==> src/rtl/sample_ram_arb_pkg.sv <==
// Shared state encodings, grant-select codes and address-window helper for sample_ram_arb.
package sample_ram_arb_pkg;

    typedef enum logic [1:0] {
        ST_IDLE = 2'd0,
        ST_CAP  = 2'd1,
        ST_BUS  = 2'd2
    } arb_state_t;

    typedef enum logic [1:0] {
        GSEL_NONE = 2'd0,
        GSEL_CAP  = 2'd1,
        GSEL_BUS  = 2'd2
    } gsel_t;

    // 33-bit compare so a window ending at 2^32 does not overflow.
    function automatic logic addr_in_window(input logic [31:0] addr,
                                            input logic [31:0] base,
                                            input int unsigned logsize);
        logic [32:0] a;
        logic [32:0] lo;
        logic [32:0] hi;
        a  = {1'b0, addr};
        lo = {1'b0, base};
        hi = lo + (33'd1 << logsize);
        return (a >= lo) && (a < hi);
    endfunction

endpackage

==> src/rtl/sample_ram_wptr.sv <==
// Capture write pointer with arm/stop control, linear-full detection and optional ring wrap
// (ring mode compiled in with SAMPLE_RAM_ARB_WRAP_EN).
module sample_ram_wptr
    import sample_ram_arb_pkg::*;
#(
    parameter int AW = 14
) (
    input  logic          clk,
    input  logic          reset,
    input  logic          arm,
    input  logic          stop,
    input  logic          wrap,
    input  logic          grant,
    output logic [AW-1:0] ptr,
    output logic          full,
    output logic          wrapped,
    output logic          armed
);

    localparam logic [AW-1:0] LAST = {AW{1'b1}};
    localparam logic [AW-1:0] ONE  = {{(AW-1){1'b0}}, 1'b1};

    logic          wrap_on_s;
    logic [AW-1:0] ptr_r;
    logic          full_r;
    logic          armed_r;

`ifdef SAMPLE_RAM_ARB_WRAP_EN
    logic wrapped_r;

    assign wrap_on_s = wrap;
    assign wrapped   = wrapped_r;

    // Sticky ring-wrap flag, cleared by a new arm.
    always_ff @(posedge clk) begin
        if (reset) begin
            wrapped_r <= 1'b0;
        end else if (arm) begin
            wrapped_r <= 1'b0;
        end else if (grant && (ptr_r == LAST) && wrap_on_s) begin
            wrapped_r <= 1'b1;
        end else begin
            wrapped_r <= wrapped_r;
        end
    end
`else
    logic unused_wrap_s;

    assign unused_wrap_s = wrap;
    assign wrap_on_s     = 1'b0;
    assign wrapped       = 1'b0;
`endif

    // Pointer, full and armed state; arm takes priority over stop.
    always_ff @(posedge clk) begin
        if (reset) begin
            ptr_r   <= {AW{1'b0}};
            full_r  <= 1'b0;
            armed_r <= 1'b0;
        end else if (arm) begin
            ptr_r   <= {AW{1'b0}};
            full_r  <= 1'b0;
            armed_r <= 1'b1;
        end else begin
            armed_r <= stop ? 1'b0 : armed_r;
            if (grant) begin
                if (ptr_r != LAST) begin
                    ptr_r <= ptr_r + ONE;
                end else if (wrap_on_s) begin
                    ptr_r <= {AW{1'b0}};
                end else begin
                    // Linear capture ends on the last word; pointer parks there.
                    full_r  <= 1'b1;
                    armed_r <= 1'b0;
                end
            end else begin
                ptr_r <= ptr_r;
            end
        end
    end

    assign ptr   = ptr_r;
    assign full  = full_r;
    assign armed = armed_r;

endmodule

==> src/rtl/sample_ram_arb.sv <==
// Arbitrates one external single-port RAM between a bus slave port and a streaming capture port.
// Ring-buffer capture is enabled by defining SAMPLE_RAM_ARB_WRAP_EN.
module sample_ram_arb
    import sample_ram_arb_pkg::*;
#(
    parameter logic [31:0] ADDR      = 32'h0000_0000,
    parameter int          LOGSIZE   = 16,
    parameter int          BURST_MAX = 8
) (
    input  logic                 bus_clk,
    input  logic                 bus_reset,
    input  logic [31:0]          bus_addr,
    input  logic [31:0]          bus_wr_data,
    input  logic [3:0]           bus_be,
    input  logic                 bus_we,
    input  logic                 bus_re,
    output logic [31:0]          bus_rd_data,
    output logic                 bus_rd_ack,
    output logic                 bus_wr_ack,
    input  logic                 cap_arm,
    input  logic                 cap_stop,
    input  logic                 cap_wrap,
    input  logic                 cap_valid,
    input  logic [31:0]          cap_data,
    output logic                 cap_ready,
    output logic [LOGSIZE-3:0]   cap_ptr,
    output logic                 cap_full,
    output logic                 cap_wrapped,
    output logic [3:0]           ram_we,
    output logic [LOGSIZE-3:0]   ram_addr,
    output logic [31:0]          ram_wr_data,
    input  logic [31:0]          ram_rd_data
);

    localparam int AW = LOGSIZE - 2;
    localparam int RW = $clog2(BURST_MAX + 1);
    localparam logic [RW-1:0] BURST_LIM = RW'(BURST_MAX);
    localparam logic [RW-1:0] RUN_ONE   = {{(RW-1){1'b0}}, 1'b1};

    arb_state_t    state_r;
    logic          ack_we_r;
    logic [RW-1:0] run_cnt_r;

    logic          pend_valid_r;
    logic          pend_we_r;
    logic [AW-1:0] pend_addr_r;
    logic [31:0]   pend_data_r;
    logic [3:0]    pend_be_r;

    logic          hit_s;
    logic          bus_req_s;
    logic          cap_ok_s;
    gsel_t         gsel_s;
    logic          bus_grant_s;
    logic          cap_grant_s;
    logic          armed_s;
    logic          eff_we_s;
    logic [AW-1:0] eff_addr_s;
    logic [31:0]   eff_data_s;
    logic [3:0]    eff_be_s;

    assign hit_s     = (bus_we | bus_re) & ~bus_reset & addr_in_window(bus_addr, ADDR, LOGSIZE);
    assign bus_req_s = (pend_valid_r | hit_s) & ~bus_reset;
    assign cap_ok_s  = armed_s & cap_valid & ~cap_full & ~bus_reset;

    // Bus request view: the latched request if one waits, else the live strobe.
    always_comb begin
        eff_we_s   = 1'b0;
        eff_addr_s = {AW{1'b0}};
        eff_data_s = 32'h0000_0000;
        eff_be_s   = 4'h0;
        if (pend_valid_r) begin
            eff_we_s   = pend_we_r;
            eff_addr_s = pend_addr_r;
            eff_data_s = pend_data_r;
            eff_be_s   = pend_be_r;
        end else begin
            eff_we_s   = bus_we;
            eff_addr_s = bus_addr[LOGSIZE-1:2];
            eff_data_s = bus_wr_data;
            eff_be_s   = bus_be;
        end
    end

    // Grant select: bus wins when capture cannot go or its burst budget is spent.
    always_comb begin
        gsel_s = GSEL_NONE;
        if (bus_req_s && (!cap_ok_s || (run_cnt_r == BURST_LIM))) begin
            gsel_s = GSEL_BUS;
        end else if (cap_ok_s) begin
            gsel_s = GSEL_CAP;
        end else begin
            gsel_s = GSEL_NONE;
        end
    end

    assign bus_grant_s = (gsel_s == GSEL_BUS);
    assign cap_grant_s = (gsel_s == GSEL_CAP);
    assign cap_ready   = cap_grant_s;

    // RAM port mux driven by the current owner.
    always_comb begin
        ram_we      = 4'h0;
        ram_addr    = {AW{1'b0}};
        ram_wr_data = 32'h0000_0000;
        case (gsel_s)
            GSEL_BUS: begin
                ram_we      = eff_we_s ? eff_be_s : 4'h0;
                ram_addr    = eff_addr_s;
                ram_wr_data = eff_data_s;
            end
            GSEL_CAP: begin
                ram_we      = 4'hF;
                ram_addr    = cap_ptr;
                ram_wr_data = cap_data;
            end
            default: begin
                ram_we      = 4'h0;
                ram_addr    = {AW{1'b0}};
                ram_wr_data = 32'h0000_0000;
            end
        endcase
    end

    // Arbiter state records last cycle's owner; the acks are decoded from it.
    always_ff @(posedge bus_clk) begin
        if (bus_reset) begin
            state_r  <= ST_IDLE;
            ack_we_r <= 1'b0;
        end else begin
            case (gsel_s)
                GSEL_BUS: begin
                    state_r  <= ST_BUS;
                    ack_we_r <= eff_we_s;
                end
                GSEL_CAP: begin
                    state_r  <= ST_CAP;
                    ack_we_r <= 1'b0;
                end
                default: begin
                    state_r  <= ST_IDLE;
                    ack_we_r <= 1'b0;
                end
            endcase
        end
    end

    assign bus_wr_ack  = (state_r == ST_BUS) & ack_we_r;
    assign bus_rd_ack  = (state_r == ST_BUS) & ~ack_we_r;
    assign bus_rd_data = bus_rd_ack ? ram_rd_data : 32'h0000_0000;

    // Consecutive capture grant counter, saturating at the burst limit.
    always_ff @(posedge bus_clk) begin
        if (bus_reset) begin
            run_cnt_r <= {RW{1'b0}};
        end else if (cap_grant_s) begin
            run_cnt_r <= (run_cnt_r == BURST_LIM) ? run_cnt_r : run_cnt_r + RUN_ONE;
        end else begin
            run_cnt_r <= {RW{1'b0}};
        end
    end

    // Pending register: a strobe that is not served in its own cycle waits here.
    always_ff @(posedge bus_clk) begin
        if (bus_reset) begin
            pend_valid_r <= 1'b0;
            pend_we_r    <= 1'b0;
            pend_addr_r  <= {AW{1'b0}};
            pend_data_r  <= 32'h0000_0000;
            pend_be_r    <= 4'h0;
        end else if (bus_grant_s) begin
            pend_valid_r <= 1'b0;
        end else if (hit_s) begin
            pend_valid_r <= 1'b1;
            pend_we_r    <= bus_we;
            pend_addr_r  <= bus_addr[LOGSIZE-1:2];
            pend_data_r  <= bus_wr_data;
            pend_be_r    <= bus_be;
        end else begin
            pend_valid_r <= pend_valid_r;
        end
    end

    sample_ram_wptr #(
        .AW (AW)
    ) u_wptr (
        .clk     (bus_clk),
        .reset   (bus_reset),
        .arm     (cap_arm),
        .stop    (cap_stop),
        .wrap    (cap_wrap),
        .grant   (cap_grant_s),
        .ptr     (cap_ptr),
        .full    (cap_full),
        .wrapped (cap_wrapped),
        .armed   (armed_s)
    );

endmodule

==> config.mk <==
export PLATFORM = sky130hd
export DESIGN_NAME = sample_ram_arb
export DESIGN_NICKNAME = d
export VERILOG_FILES = /design/src/rtl/sample_ram_arb_pkg.sv /design/src/rtl/sample_ram_wptr.sv /design/src/rtl/sample_ram_arb.sv
export SDC_FILE = /design/constraint.sdc
export NUM_CORES = 1
export LEC_CHECK = 0
export ABC_AREA = 1
export CAP_MARGIN = 30
export CORE_MARGIN = 4
export CORE_UTILIZATION = 44
export CTS_BUF_LIST = sky130_fd_sc_hd__clkbuf_2 sky130_fd_sc_hd__clkbuf_4 sky130_fd_sc_hd__clkbuf_8
export DETAILED_ROUTE_END_ITERATION = 6
export PLACE_DENSITY = 0.88
export SYNTH_ARGS = -nofsm -noshare
export SYNTH_HDL_FRONTEND = slang
export SYNTH_SLANG_ARGS = --single-unit
==> constraint.sdc <==
create_clock -name bus_clk -period 3.35 [get_ports bus_clk]
set_input_delay 0.5025 -clock bus_clk [delete_from_list [all_inputs] [get_ports bus_clk]]
set_output_delay 0.5025 -clock bus_clk [all_outputs]
set_load 0.01 [all_outputs]
# Yosys cells after proc, flatten, opt, wreduce, memory -nomap -nowiden
# Index checks and enable logic that the tools add are counted.
[word_totals]
out_inout_bits = 101
ff_bits = 75
[op_classes]
n_reduce_logical = 10
magnitude_cmp = 1
n_eq_ne = 5
addsub = 2
muxes = 16
bitwise = 16
[ops]
columns = ["cell", "n"]
rows = [
  ["$mux 32", 2],
  ["$pmux 32 s2", 1],
  ["$lt 32x17->1 const B", 1],
  ["$pmux 14 s2", 1],
  ["$add 14x1->14 const B", 1],
  ["$mux 14", 1],
  ["$ne 14x14->1 const B", 1],
  ["$and 1x1->1", 8],
  ["$mux 4", 2],
  ["$pmux 4 s2", 1],
  ["$reduce_or 2->1", 4],
  ["$mux 1", 6],
  ["$not 1->1", 6],
  ["$reduce_and 2->1", 3],
  ["$add 4x1->4 const B", 1],
  ["$eq 2x2->1 const B", 2],
  ["$eq 4x4->1 const B", 1],
  ["$pmux 2 s2", 1],
  ["$eq 2x1->1 const B", 1],
  ["$mux 2", 1],
  ["$or 1x1->1", 2],
  ["$logic_and 1x1->1", 1],
  ["$logic_not 1->1", 1],
  ["$logic_or 1x1->1", 1],
]

# Depth between registers and ports, before layout
# Gate-level depths: netlist of the first run.
[logic_depth]
ltp_word = 10
ltp_mapped = 12
ltp_nobuf = 12

# Cells and area by module
# From an unflattened synthesis of the first run, not the netlist that was laid out.
[unflattened]
hier_cells = 825
area_unflattened_um2 = 4933.5
[modules_own_cells]
columns = ["module", "cells_each", "area_each_um2", "instances"]
rows = [
  ["sample_ram_arb", 694, 4041.4, 1],
  ["sample_ram_wptr", 131, 892.1, 1],
]

# Worst setup path before layout of the first run
# OpenSTA, ideal clock, no wires.
[synth_path]
path_type = "input -> output"
start = "input port cap_valid"
end = "output port ram_addr[0]"
path_slack_ns = 1.192
t_arrival_ns = 1.655
stages = 7
path_cell_list = "nand2_1 -> nor3_4 -> nand2_4 -> nand3_4 -> nand2_2 -> clkbuf_1 -> o21ai_0"
[synth_via]
elab_chain_cells = 9
word_cells_on_any_way = 11
classes_between = "eq/ne: 2; mux: 3; bitwise: 3; reduce/logical: 3"
[synth_lines]
columns = ["item", "line", "text"]
rows = [
  ["start: declaration", "sample_ram_arb.sv:23", "input logic cap_valid,"],
  ["$and 1x1->1 * (3 in series)", "sample_ram_arb.sv:64", "assign cap_ok_s = armed_s & cap_valid & ~cap_full & ~bus_reset;"],
  ["$logic_not 1->1", "sample_ram_arb.sv:88", "if (bus_req_s && (!cap_ok_s || (run_cnt_r == BURST_LIM))) begin"],
  ["$logic_or 1x1->1", "sample_ram_arb.sv:88", ""],
  ["$logic_and 1x1->1", "sample_ram_arb.sv:88", ""],
  ["$mux 2 *", "sample_ram_arb.sv:88", ""],
  ["$eq 2x1->1 / $eq 2x2->1 (equally long branches)", "sample_ram_arb.sv:106", "case (gsel_s)"],
  ["$pmux 14 s2 *", "sample_ram_arb.sv:106", ""],
  ["end: declaration", "sample_ram_arb.sv:30", "output logic [LOGSIZE-3:0] ram_addr,"],
]
# Mark *: on every way between the ends. The rest lies on a longest branch, timed or not.

# Worst setup path in the final report of the first run
[layout_path]
start = "input port bus_reset"
end = "output port ram_addr[1]"
[layout_via]
elab_chain_cells = 9
word_cells_on_any_way = 14
classes_between = "eq/ne: 2; mux: 3; bitwise: 6; reduce/logical: 3"
[layout_lines]
columns = ["item", "line", "text"]
rows = [
  ["start: declaration", "sample_ram_arb.sv:11", "input logic bus_reset,"],
  ["$not 1->1 *", "sample_ram_arb.sv:62, sample_ram_arb.sv:63, sample_ram_arb.sv:64", ""],
  ["$and 1x1->1 (2 in series)", "sample_ram_arb.sv:62", "assign hit_s = (bus_we | bus_re) & ~bus_reset & addr_in_window(bus_addr, ADDR, LOGSIZE);"],
  ["$or 1x1->1", "sample_ram_arb.sv:63", "assign bus_req_s = (pend_valid_r | hit_s) & ~bus_reset;"],
  ["$and 1x1->1", "sample_ram_arb.sv:63", ""],
  ["$logic_and 1x1->1", "sample_ram_arb.sv:88", ""],
  ["$mux 2 *", "sample_ram_arb.sv:88", ""],
  ["$eq 2x1->1 / $eq 2x2->1 (equally long branches)", "sample_ram_arb.sv:106", ""],
  ["$pmux 14 s2 *", "sample_ram_arb.sv:106", ""],
]
# Marks and branches as above.

==> run metrics, run 1 <==
outcome finished, final reports clean; GRT Total Usage 0.250; Hold Crit Class reg2reg; CP Launch Point bus_reset; hold_sp pend_addr_r[10]$_SDFFE_PP0P_; cell area after synthesis between 4000 and 5000 um2; nets@finish ~1100; Critical Path RT roughly 2.9 ns; sequential area share after synthesis 0.326; Post-CTS Repair Setup Buffers 0; hold_buf cts 0; core area between 10000 and 15000 um2; Skew-Pair Late Insertion Delay 0.34 ns; Clock Tree Buf Depth 2; top-area cell type share of the netlist area 0.326; worst slew pin tran between 0.8 and 0.9 ns; Final Hold Vio Count 0; Synth Flop Type dfxtp_1; Worst R2R Path Depth 9; Max VDD drop 0.184 mV; Post-synth EDFFs 0; multi-input logic area roughly 2500 um2; Final ANT Viol Nets 0; Reg area roughly 1500 um2; CP max FO 16; Final period util 0.958; clk sinks 75; Slew HR 0.417; initial DRC count about 380; Setup TNS 0 ns; share of cells above drive strength 1 0.0485; num ports roughly 240; Residual DRC 0; Critical R2R Launch u_wptr.ptr[0]$_SDFFE_PP0P_; hpwl dp 11.6 mm; Filler cells ~890; Worst Setup End Kind output port; Synth Instances between 700 and 800; antenna cell count 0; WHS Path Cells 2; pwr dens ~260 nW/um2; row cnt 37; Setup Crit Path Kind in2out; Area Overhead vs Synth 55.9%; Top Family by Delay on Critical Path buffers and inverters; Num CTS Buffers 9; total power roughly 1.9 mW; 1st-pass router iterations 7; CP max-delay cell clkdlybuf4s50_1; Mapped Nets ~870; Final min period approximately 3.2 ns; R2R Path End u_wptr.ptr[3]$_SDFFE_PP0P_; drt total wl between 15 and 20 mm; Die X around 110 um; CP peak stage delay 0.59 ns; total grt overflow 0; Worst Clk Skew 0.0145 ns; leakage about 3.1 nW; count of input and output buffers about 240; Initial Utilization 0.448; f_max between 300 and 400 MHz; unrepaired setup endpoints after global routing no; Post-synth ARST share 0; GP Congestion 0.966; final slew viol count 0; Die Height ~110 um; clk root buf clkbuf_8; internal reg-to-reg setup slack about 1.1 ns; maximum number of pins on one net before global-route repair 54; Seq cells post-synth 75; die area 12200 um2; area leader, netlist dfxtp_1; worst endpoint data arrival time 2.71 ns; WL per Instance between 10 and 15 um; Vias 5455; H-tree levels 3; initial antenna violation count 1; YS warnings 0; WHS Endpoint pend_addr_r[10]$_SDFFE_PP0P_; CTS tree done; Syn Area/Cell 6.32 um2; final setup violation count 0; CTS resizes 0; WP buf/inv 4; CP startpoint kind primary input; vias per cell 5.03; worst path cell trace clkdlybuf4s50_1 > buf_4 > nor3_4 > nand2_4 > nand3_4 > nand2_2 > buf_4 > o21ai_0 > clkdlybuf4s50_1; Yosys cell types 40; first-pass GRT wire length 24.1 mm; # Max-Cap Violations 0; Clock transition at path regs 0.07 ns; Synth area leaders dfxtp_1, nand2_1, nor2_1, o21ai_0, inv_1; vias in the first global route between 4000 and 5000
-- worst min-delay path, stage by stage, from the launching register on --
cell and delay [ns]:
dfxtp_1 0.33, nor2_1 0.05, nor2_1 0.08
-- report_power, final --
group	internal (mW)	total, mW	switching (mW)	leakage, nW
Clock	0.397	0.720	0.322	0.106
Sequential	0.893	0.894	0.00150	0.605
Combinational	0.187	0.287	0.0998	2.40
-- layout make-up --
class | count | share of cell area
inverters | 71 | 0.0371
clock inverters | 2 | 0.00488
well taps | 136 | 0.0237
clock buffers | 13 | 0.0232
repair buffers | 250 | 0.347
flip-flops and latches | 75 | 0.209
multi-input cells | 538 | 0.355
-- cells in the mapped netlist (2+ instances only) --
cell type	number
nand3_1	12
nand4_1	15
buf_2	2
clkbuf_8	2
nor3_1	8
nand2_1	160
a21oi_1	45
a21o_1	33
nand3_4	2
mux2i_1	4
buf_6	2
nand3_2	2
nor2_1	160
xor2_1	9
ha_1	3
o21ai_0	66
clkbuf_1	19
clkbuf_2	4
buf_4	12
nand2_2	3
inv_1	68
inv_2	3
o21ai_1	4
dfxtp_1	75
-- registers in the layout, indices dropped and copies added, names as in the netlist --
| name | count |
|---|---|
| pend_data_r | 32 |
| pend_addr_r | 14 |
| u_wptr.ptr | 14 |
| pend_be_r | 4 |
| run_cnt_r | 4 |
| state_r | 2 |
| ack_we_r | 1 |
| pend_valid_r | 1 |
| pend_we_r | 1 |
| u_wptr.armed | 1 |
| u_wptr.full | 1 |
-- worst max-delay path by stage --
stage | slack [ns] | cells after the start | to
after global placement | 0.15 | 10 | ram_wr_data[14]
final | 0.14 | 9 | ram_addr[1]
after detailed placement | 0.12 | 10 | ram_wr_data[14]
after floorplan | 1.19 | 7 | ram_addr[0]
after CTS | 0.1 | 10 | ram_wr_data[14]
after global routing | 0.03 | 11 | ram_addr[1]
-- through the flow --
| stage | hold WS [ns] | cells | utilization | setup WS [ns] | area (um2) |
|---|---|---|---|---|---|
| 2_1_floorplan | 0.455 | 729 | - | 1.19 | 4610 |
| 6_report | 0.484 | 1085 | 0.699 | 0.140 | 7180 |
| 4_1_cts | 0.488 | 1085 | 0.699 | 0.0983 | 7180 |
| 3_3_place_gp | 0.462 | 1070 | 0.679 | 0.153 | 6980 |
| 3_5_place_dp | 0.472 | 1070 | 0.679 | 0.117 | 6980 |
| 5_1_grt | 0.499 | 1085 | 0.699 | 0.0260 | 7180 |
-- layer usage --
layer	up-vias	global-route usage	routed length, um
met2	222	0.442	7700
met5	-	0	13
met4	2	0.0985	468
met1	2454	0.298	6030
li1	2736	-	-
met3	41	0.0460	1360
-- placed cells by master (no fill, tap or decap), drive strengths merged, types with 3 or more instances in the layout --
cell           synthesis  routed
ha                     3       3
nand2                164     164
inv                   71      71
clkbuf                25      13
nand3                 16      16
xor2                   9       9
mux2i                  4       4
o21ai                 70      70
a21oi                 46      46
nor2                 162     162
clkdlybuf4s50          0     236
nand4                 15      15
a21o                  33      33
dfxtp                 75      75
nor3                   9       9
buf                   19      14
-- cell families (layout without fill, tap and decap cells) --
logic type               count (synthesis)  count (layout)  share of synthesized area
other                                    1               1                   0.000814
adder cells (fa/ha/maj)                  3               3                    0.00815
multiplexers                             4               4                    0.00869
AO/OA/AOI/OAI                          150             150                      0.182
buffers and inverters                  116             336                      0.121
XOR/XNOR                                10              10                     0.0190
AND/OR/NAND/NOR                        370             370                      0.335
flip-flops                              75              75                      0.326
Note: power is estimated with default switching activity, not from simulation.
==> inputs of run 2 (changes only) <==
--- a/config.mk
+++ b/config.mk
@@ -7,7 +7,7 @@
 export LEC_CHECK = 0
 export ABC_AREA = 1
 export CAP_MARGIN = 30
-export CORE_MARGIN = 4
+export CORE_MARGIN = 1
 export CORE_UTILIZATION = 44
 export CTS_BUF_LIST = sky130_fd_sc_hd__clkbuf_2 sky130_fd_sc_hd__clkbuf_4 sky130_fd_sc_hd__clkbuf_8
 export DETAILED_ROUTE_END_ITERATION = 6
==> run metrics, run 2 (synthesized netlist as in run 1, its figures left out) <==
Reg area 1500 um2 (unchanged); count of input and output buffers 236 (unchanged); multi-input logic area 2560 um2 (+0.34%); Critical R2R Launch u_wptr.ptr[0]$_SDFFE_PP0P_; f_max 307 MHz (-1.4%); WP buf/inv 4 (unchanged); H-tree levels 3 (unchanged); Die Height 104 um (-5.4%); WHS Endpoint pend_data_r[16]$_SDFFE_PP0P_; WHS Path Cells 2 (unchanged); CP max FO 34 (+18); Worst Clk Skew 0.0146 ns (+0.0000524 ns); most common cell after layout, fill and taps aside clkdlybuf4s50_1; Area Overhead vs Synth 56.9%; max reg flops 32 (unchanged); die area 10900 um2 (-11%); hold_sp pend_data_r[16]$_SDFFE_PP0P_; final setup violation count 0 (unchanged); GP Congestion 0.936 (-3.1%); Vias 5411 (-0.81%); Slew HR 0.419 (+0.00238); total power 1.95 mW (+2.8%); leakage 3.13 nW (+0.42%); maximum number of pins on one net before global-route repair 54 (unchanged); Post-CTS Repair Setup Buffers 0 (unchanged); CP max-delay cell clkdlybuf4s50_1; vias in the first global route 4812 (-3.4%); Hold Crit Class reg2reg; Clock transition at path regs 0.07 ns (about the same); WL per Instance 13.9 um (-3.0%); num ports 241 (unchanged); pre-CTS setup slack 0.0981 ns (-0.0187 ns); Final min period 3.26 ns (+0.0458 ns); final slew viol count 0 (unchanged); initial antenna violation count 1 (unchanged); # Max-Cap Violations 0 (unchanged); vias per cell 5.01 (-0.44%); hold_buf cts 0 (unchanged); Worst R2R Path Depth 9 (unchanged); Residual DRC 0 (unchanged); worst slew pin tran 0.870 ns (-0.00357 ns); Final period util 0.972 (+0.0137); clk root buf clkbuf_8; DP Area 6990 um2 (about the same); Top reg by flops pend_data_r; first-pass GRT wire length 24.0 mm (-0.12%); Util after Layout 0.726 (+0.0271); Clock Tree Buf Depth 2 (unchanged); final hold slack 0.482 ns (-0.00223 ns); Num CTS Buffers 9 (unchanged); commonest cells after routing, fill and taps aside clkdlybuf4s50_1, nor2_1, nand2_1, dfxtp_1, inv_1; worst path cell trace clkdlybuf4s50_1 > nand2_1 > nor3_4 > nand2_4 > nand3_4 > nand2_4 > inv_2 > buf_12 > a21o_1 > clkdlybuf4s50_1; initial DRC count 386 (+2.7%); Final ANT Viol Nets 0 (unchanged); Top Family by Delay on Critical Path buffers and inverters; Critical Path RT 2.85 ns (about the same); share of cells above drive strength 1 0.0475 (-0.000954); CP startpoint kind primary input; Worst Setup Slack, final 0.0940 ns (-0.0458 ns); worst endpoint data arrival time 2.75 ns (+0.04 ns); drt total wl 15.0 mm (-3.4%); outcome finished, final reports clean; R2R Path End u_wptr.ptr[6]$_SDFFE_PP0P_; row cnt 36 (-2.7%); Skew-Pair Late Insertion Delay 0.35 ns (about the same); total grt overflow 0 (unchanged); nets@finish 1086 (-0.18%); core area 9950 um2 (-3.1%); cell area after layout 7230 um2 (+0.61%); Worst Setup End Kind output port; internal reg-to-reg setup slack 1.12 ns (-0.02 ns); Final Hold Vio Count 0 (unchanged); 1st-pass router iterations 6 (-1); unrepaired setup endpoints after global routing yes; Max VDD drop 0.240 mV (+30%); Non-Filler Instances 1081 (-0.37%); CTS tree done; placed cells 1065 (-0.47%); clk sinks 75 (unchanged); Die X 104 um (-5.4%); Filler cells 853 (-4.5%); hpwl dp 11.1 mm (-4.2%); CP peak stage delay 0.56 ns (-0.03 ns); Initial Utilization 0.463 (+0.0145); pwr dens 270 nW/um2 (+2.1%); Setup TNS 0 ns (unchanged); GRT Total Usage 0.272 (+0.0226); Setup Crit Path Kind in2out
run 2: per-layer routing:
layer | vias up | part of all wire | track usage
li1 | 2731 | - | -
met1 | 2447 | 0.41 | 0.317
met2 | 207 | 0.51 | 0.495
met3 | 26 | 0.063 | 0.0564
met4 | 0 | 0.019 | 0.0837
met5 | - | 0 | 0
run 2: area by class of cell:
class / count / share of cell area
multi-input combinational: 538 / 0.354
timing repair buffer: 248 / 0.347
sequential: 75 / 0.208
inverter: 71 / 0.0376
tap: 133 / 0.0230
clock buffer: 11 / 0.0201
clock inverter: 4 / 0.0104
antenna: 1 / 0.000346
run 2: power by group:
part | leakage, nW | switching, mW | internal [mW] | total [mW]
logic | 2.42 | 0.0993 | 0.188 | 0.287
clock network | 0.105 | 0.327 | 0.444 | 0.771
registers | 0.605 | 0.00155 | 0.893 | 0.894
run 2: how the worst max path moves through the flow:
stage                         start         endpoint  depth (start not counted)
after floorplan           cap_valid      ram_addr[0]                          7
after global routing         bus_we  ram_wr_data[14]                         12
after detailed placement  bus_reset      ram_addr[6]                         10
after global placement    bus_reset   ram_wr_data[2]                         10
final                     cap_valid      ram_addr[6]                         10
after CTS                 bus_reset   ram_wr_data[2]                         10
run 2: what timing repair did:
action | in CTS | in global routing
endpoints found under the setup margin | 0 | 30
endpoints found under the hold margin | 0 | 0
resized for setup | 0 | 6
run 2: tightest hold or removal path: cells and delay by family, from the launching register on:
| family | cells | cell delay, ns |
|---|---|---|
| flip-flops | 1 | 0.33 |
| AND/OR/NAND/NOR | 2 | 0.12 |
